### config.mk
export PLATFORM = sky130hd
export DESIGN_NAME = acc_unit
export DESIGN_NICKNAME = d
export VERILOG_FILES = /design/src/rtl/acc_pkg.sv /design/src/rtl/acc_mul_seq.sv /design/src/rtl/acc_unit.sv
export SDC_FILE = /design/constraint.sdc
export NUM_CORES = 1
export LEC_CHECK = 0
export BUFFER_PORTS_ARGS = -buffer_cell sky130_fd_sc_hd__buf_2
export CORE_UTILIZATION = 30
export DETAILED_ROUTE_END_ITERATION = 7
export GPL_TIMING_DRIVEN = 0
export HOLD_SLACK_MARGIN = 0.03
export SYNTH_ARGS = -nofsm -noshare
export SYNTH_HDL_FRONTEND = slang
export SYNTH_SLANG_ARGS = --single-unit
export TNS_END_PERCENT = 30
### constraint.sdc
create_clock -name clk -period 4.9 [get_ports clk]
set_input_delay 0.245 -clock clk [delete_from_list [all_inputs] [get_ports clk]]
set_output_delay 0.245 -clock clk [all_outputs]
set_load 0.005 [all_outputs]
### src/rtl/acc_pkg.sv
// Shared types and constants for the accumulator datapath.
// Latency: n/a (declarations only).
// Backpressure: n/a.
package acc_pkg;

    typedef enum logic [2:0] {
        OP_NOP  = 3'd0,
        OP_LOAD = 3'd1,
        OP_ADD  = 3'd2,
        OP_SUB  = 3'd3,
        OP_AND  = 3'd4,
        OP_SHL  = 3'd5,
        OP_SHR  = 3'd6,
        OP_MUL  = 3'd7
    } acc_op_e;

    typedef enum logic {
        IDLE = 1'b0,
        MUL  = 1'b1
    } acc_state_e;

    // Bit positions inside the packed status-flag register.
    localparam int FLAG_Z = 0;
    localparam int FLAG_N = 1;
    localparam int FLAG_C = 2;
    localparam int FLAG_V = 3;
    localparam int NUM_FLAGS = 4;

endpackage

### src/rtl/acc_mul_seq.sv
// Iterative unsigned shift-add multiplier, one multiplier bit per cycle.
// Latency: start at edge k, final product presented during the cycle ending at edge k+WIDTH.
// Backpressure: none; start is ignored while busy, caller must not rely on queuing.
// Ports: clk/rst_n; start + multiplicand/multiplier launch a multiply;
//        busy = iterating; done = last iteration this cycle (combinational strobe);
//        product = 2*WIDTH-bit running product including this cycle's add.
module acc_mul_seq
    import acc_pkg::*;
#(
    parameter int WIDTH = 16
) (
    input  logic                 clk,
    input  logic                 rst_n,
    input  logic                 start,
    input  logic [WIDTH-1:0]     multiplicand,
    input  logic [WIDTH-1:0]     multiplier,
    output logic                 busy,
    output logic                 done,
    output logic [2*WIDTH-1:0]   product
);

    localparam int CW = $clog2(WIDTH + 1);

    acc_state_e           state;
    logic [2*WIDTH-1:0]   mcand;
    logic [WIDTH-1:0]     mplier;
    logic [2*WIDTH-1:0]   prod;
    logic [CW-1:0]        count;
    logic [2*WIDTH-1:0]   prod_nxt;

    // Product after this cycle's conditional add; on the final iteration this
    // is the finished result, handed to the owner to register alongside flags.
    assign prod_nxt = prod + (mplier[0] ? mcand : '0);

    assign busy    = (state == MUL);
    assign done    = (state == MUL) && (count == CW'(1));
    assign product = prod_nxt;

    always_ff @(posedge clk or negedge rst_n) begin
        if (!rst_n) begin
            state  <= IDLE;
            mcand  <= '0;
            mplier <= '0;
            prod   <= '0;
            count  <= '0;
        end else begin
            case (state)
                IDLE: begin
                    if (start) begin
                        mcand  <= {{WIDTH{1'b0}}, multiplicand};
                        mplier <= multiplier;
                        prod   <= '0;
                        count  <= CW'(WIDTH);
                        state  <= MUL;
                    end
                end
                MUL: begin
                    prod   <= prod_nxt;
                    mcand  <= mcand << 1;
                    mplier <= mplier >> 1;
                    count  <= count - CW'(1);
                    if (count == CW'(1)) begin
                        state <= IDLE;
                    end
                end
                default: state <= IDLE;
            endcase
        end
    end

endmodule

### src/rtl/acc_unit.sv
// Accumulator with built-in ALU (LOAD/ADD/SUB/AND/SHL/SHR) and iterative MUL, plus Z/N/C/V flags.
// Latency: single-cycle ops complete at the accepting edge; MUL completes WIDTH edges later.
// Backpressure: none; ops offered while busy are dropped, not queued.
// Ports: clk/rst_n; op_valid/op/operand from control; busy, done (1-cycle pulse after a result),
//        acc_out, flag_z/flag_n/flag_c/flag_v.
module acc_unit
    import acc_pkg::*;
#(
    parameter int WIDTH = 16
) (
    input  logic             clk,
    input  logic             rst_n,
    input  logic             op_valid,
    input  logic [2:0]       op,
    input  logic [WIDTH-1:0] operand,
    output logic             busy,
    output logic             done,
    output logic [WIDTH-1:0] acc_out,
    output logic             flag_z,
    output logic             flag_n,
    output logic             flag_c,
    output logic             flag_v
);

    acc_op_e                op_e;
    logic [WIDTH-1:0]       acc;
    logic [NUM_FLAGS-1:0]   flags;
    logic                   accept;
    logic                   mul_start;
    logic                   mul_busy;
    logic                   mul_done;
    logic [2*WIDTH-1:0]     mul_prod;

    logic [WIDTH:0]         sum_ext;
    logic [WIDTH-1:0]       diff;
    logic [WIDTH-1:0]       alu_res;
    logic                   alu_c;
    logic                   alu_v;

    assign op_e      = acc_op_e'(op);
    assign accept    = op_valid && !mul_busy;
    assign mul_start = accept && (op_e == OP_MUL);

    acc_mul_seq #(.WIDTH(WIDTH)) u_mul (
        .clk          (clk),
        .rst_n        (rst_n),
        .start        (mul_start),
        .multiplicand (acc),
        .multiplier   (operand),
        .busy         (mul_busy),
        .done         (mul_done),
        .product      (mul_prod)
    );

    assign sum_ext = {1'b0, acc} + {1'b0, operand};
    assign diff    = acc - operand;

    // Single-cycle ALU. NOP and MUL pass acc through; neither uses this path
    // to write state.
    always_comb begin
        alu_res = acc;
        alu_c   = 1'b0;
        alu_v   = 1'b0;
        case (op_e)
            OP_LOAD: alu_res = operand;
            OP_ADD: begin
                alu_res = sum_ext[WIDTH-1:0];
                alu_c   = sum_ext[WIDTH];
                // Same-sign inputs producing an opposite-sign result.
                alu_v   = (acc[WIDTH-1] == operand[WIDTH-1]) &&
                          (sum_ext[WIDTH-1] != acc[WIDTH-1]);
            end
            OP_SUB: begin
                alu_res = diff;
                alu_c   = (acc < operand);
                // Different-sign inputs where the result sign flips from acc.
                alu_v   = (acc[WIDTH-1] != operand[WIDTH-1]) &&
                          (diff[WIDTH-1] != acc[WIDTH-1]);
            end
            OP_AND:  alu_res = acc & operand;
            OP_SHL: begin
                alu_res = {acc[WIDTH-2:0], 1'b0};
                alu_c   = acc[WIDTH-1];
            end
            OP_SHR: begin
                alu_res = {1'b0, acc[WIDTH-1:1]};
                alu_c   = acc[0];
            end
            default: ;
        endcase
    end

    always_ff @(posedge clk or negedge rst_n) begin
        if (!rst_n) begin
            acc   <= '0;
            flags <= '0;
            done  <= 1'b0;
        end else if (mul_done) begin
            // accept is low here (busy), so this never collides with a new op.
            acc           <= mul_prod[WIDTH-1:0];
            flags[FLAG_Z] <= ~|mul_prod[WIDTH-1:0];
            flags[FLAG_N] <= mul_prod[WIDTH-1];
            flags[FLAG_C] <= |mul_prod[2*WIDTH-1:WIDTH];
            flags[FLAG_V] <= 1'b0;
            done          <= 1'b1;
        end else if (accept && (op_e != OP_MUL)) begin
            done <= 1'b1;
            if (op_e != OP_NOP) begin
                acc           <= alu_res;
                flags[FLAG_Z] <= ~|alu_res;
                flags[FLAG_N] <= alu_res[WIDTH-1];
                flags[FLAG_C] <= alu_c;
                flags[FLAG_V] <= alu_v;
            end
        end else begin
            done <= 1'b0;
        end
    end

    assign busy    = mul_busy;
    assign acc_out = acc;
    assign flag_z  = flags[FLAG_Z];
    assign flag_n  = flags[FLAG_N];
    assign flag_c  = flags[FLAG_C];
    assign flag_v  = flags[FLAG_V];

endmodule
==> flow_summary.json <==
{
  "path_class": "flop to flop",
  "powerDensity_mw_per_mm2": 499,
  "drc_errors": 0,
  "cts_root_buffer": "sky130_fd_sc_hd__clkbuf_16",
  "floorplan.die_area_mm2": 0.0306,
  "route.detailed.wl_per_inst_um": 18.0,
  "cts.hold.buffers_added": 1,
  "worst_ep_arrival_time_ps": 4630,
  "synthTopCellsByArea": "sky130_fd_sc_hd__dfrtp_1, sky130_fd_sc_hd__ha_1, sky130_fd_sc_hd__o21ai_0, sky130_fd_sc_hd__nand2_1, sky130_fd_sc_hd__a21oi_1",
  "dr.first_iter.drc_count": 799,
  "synth_top_cell_by_area": "sky130_fd_sc_hd__dfrtp_1",
  "synth_cells": 1165,
  "status": "completed",
  "vdd_drop_max_mv": 0.198,
  "num-nets-final": 1311,
  "syn-cell-area_mm2": 0.00897,
  "clkTransAtPathRegs_ps": 70,
  "post_cts_buffers": 0,
  "worst_skew_pair.late_latency_ps": 360,
  "crit_path_end_kind": "flop",
  "synthFlopType": "sky130_fd_sc_hd__dfrtp_1",
  "synth_top_area_share": 0.296,
  "setup_tns_ps": 0,
  "crit_path_start_kind": "flop",
  "core_region_area_mm2": 0.0291,
  "initial_antenna_violation_count": 1,
  "antenna_cells_inserted": 0,
  "cts_made_buffers": 9,
  "die_y_extent_um": 175,
  "total_area_of_multi_input_combinational_cells_mm2": 0.00583,
  "fraction_of_final_layout_cells_with_drive_strength_greater_than_1": 0.0908,
  "ranking_of_synthesized_cells_by_instance_count": "sky130_fd_sc_hd__nand2_1, sky130_fd_sc_hd__o21ai_0, sky130_fd_sc_hd__dfrtp_1",
  "synth_sequential_area_ratio": 0.296,
  "timing.hold.worst.class": "input pin to flop",
  "cts_tree": "done",
  "first_pass_iters": 5,
  "area_delta_synth_final_pct": 11.3,
  "required_time_at_the_endpoint_of_the_critical_path_ps": 5150,
  "synth-async-reset-ratio": 1.00,
  "cts.repair.resized": 0,
  "count_of_final_max_slew_check_failures": 0,
  "layout_min_cycle_time_ps": 4390,
  "fmax_ghz": 0.228,
  "syn-mean-instance-area_um2": 7.70,
  "yosys.cell_types.count": 77,
  "initial_core_util": 0.308,
  "number_of_buffers_on_the_longest_clock_path": 2,
  "wl_um": 28900,
  "finalSetupViolations": 0,
  "final.period_utilization": 0.895,
  "die-width_um": 175,
  "unrepaired_setup_endpoints_after_global_routing": "false",
  "htree_num_levels": 3,
  "via_count": 8662,
  "critical-path-top-cell-by-count": "sky130_fd_sc_hd__a211oi_2",
  "route.antenna.remaining_nets": 0,
  "register_bit_count_reported_by_yosys": 106,
  "grt_max_degree": 59,
  "port_buffers": 42,
  "ioPinCount": 44,
  "filler_cell_count": 3109,
  "via_per_instance_ratio": 5.39,
  "design_power_total_mw": 4.99,
  "path_max_fanout": 10,
  "synthMostInstantiatedCell": "sky130_fd_sc_hd__nand2_1",
  "synthesis.nets": 1256,
  "ys_warn_count": 0,
  "place_hpwl_um": 22300,
  "gp_congestion": 0.906,
  "whs_ps": 251,
  "grt_pass1_vias": 8377,
  "max-cap-violations": 0,
  "core.rowCount": 62,
  "register_cell_area_after_layout_mm2": 0.00265,
  "power.leakage_nw": 4.48,
  "total_global_route_track_usage": 0.192,
  "number_of_flops_mapped_to_enable_cells_by_yosys": 0,
  "tightest_slew_ps": 946,
  "slew-limit-headroom": 0.367,
  "critPathMaxStageDelay_ps": 540,
  "overflow": 0,
  "timing.critical_path.cells": "clkbuf_1 > and2_1 > ha_1 > buf_2 > a21oi_1 > a21bo_2 > a211oi_2 > a211oi_2 > a211oi_2 > o31ai_1 > xnor2_1 > nand4_1 > nor4b_2 > nand4b_1 > o22a_1",
  "cp_slowest_cell": "sky130_fd_sc_hd__dfrtp_1",
  "skew_ps": 8.91,
  "grt_pass1_wl_um": 46700,
  "final_hold_violation_count": 0,
  "cts.sink_count": 106
}
==> final timing paths <==
kind | to | slack, ps | from | depth (start not counted)
min in group asynchronous | u_mul.mcand[18] | 510 | rst_n | 2
worst min-delay path | u_mul.mplier[15] | 250 | operand[15] | 3
worst min register to register | flags[3] | 480 | flags[3] | 2
max in group asynchronous | u_mul.mcand[0] | 3670 | rst_n | 3
worst max-delay path | flags[2] | 510 | u_mul.mplier[0] | 15
worst max register to register | flags[2] | 510 | u_mul.mplier[0] | 15
==> layout make-up <==
class	instances	area share
clock buffers	10	0.0229
flip-flops and latches	106	0.266
multi-input cells	938	0.584
inverters	53	0.0199
clock inverters	4	0.00539
well taps	384	0.0481
repair buffers	44	0.0251
plain buffers	68	0.0294
==> worst max-delay path, delay by kind of cell, from the launching register on <==
kind / cells / cell delay, ps
flip-flops: 1 / 540
AND/OR/NAND/NOR: 4 / 950
AO/OA/AOI/OAI: 7 / 1800
adder cells (fa/ha/maj): 1 / 220
XOR/XNOR: 1 / 200
buffers and inverters: 2 / 540
==> per-layer routing <==
| layer | routed length, um | share of wire | track usage | up-vias |
|---|---|---|---|---|
| met4 | 603 | 0.021 | 0.0511 | 2 |
| met2 | 12700 | 0.44 | 0.293 | 268 |
| met1 | 14000 | 0.48 | 0.280 | 4125 |
| met3 | 1520 | 0.053 | 0.0261 | 45 |
| li1 | - | - | - | 4222 |
| met5 | 13 | 0.00045 | 0 | - |
==> kinds of logic after synthesis <==
| family | synth area share |
|---|---|
| DFF | 0.296 |
| AOI/OAI and AO/OA | 0.266 |
| muxes | 0.0269 |
| xor gates and xnor gates | 0.0400 |
| buffers and inverters | 0.0549 |
| adders and majority gates | 0.0987 |
| and+or+nand+nor | 0.217 |
==> power by group <==
part	total [mW]	internal, mW	leakage [nW]	switching, mW
clock	0.730	0.393	0.131	0.336
combinational	2.69	1.00	2.94	1.68
sequential	1.57	1.19	1.40	0.385
total	4.99	2.58	4.48	2.40
==> stage by stage <==
stage / cell area, um^2 / cells / utilization / worst slack (ps)
5_1_grt: 9990 / 1607 / 0.343 / 199
3_5_place_dp: 9690 / 1592 / 0.333 / 563
4_1_cts: 9990 / 1607 / 0.343 / 524
2_1_floorplan: 8970 / 1165 / - / 1610
6_report: 9990 / 1607 / 0.343 / 514
3_3_place_gp: 9660 / 1591 / 0.332 / 597
==> state kept, by name, indices dropped and copies added (netlist names) <==
| name | flops |
|---|---|
| acc_out | 15 |
| done | 1 |
| flags | 4 |
| u_mul.busy | 1 |
| u_mul.count | 5 |
| u_mul.mcand | 32 |
| u_mul.mplier | 16 |
| u_mul.prod | 32 |
==> cells in the final DEF, fill, tap and decap left out, drive strengths merged, types with 15 or more instances in the layout <==
cell type,Yosys,final
o21ai,150,150
a21o,16,16
nand2b,15,15
and2,34,34
inv,53,54
mux2i,23,23
nor2,82,82
clkbuf,45,55
a21oi,98,98
o22ai,15,15
xnor2,27,27
nand2,188,188
buf,23,66
dfrtp,106,106
ha,66,66
nand3,23,23
nor3,17,17
Power figures use the tool's default switching activity.
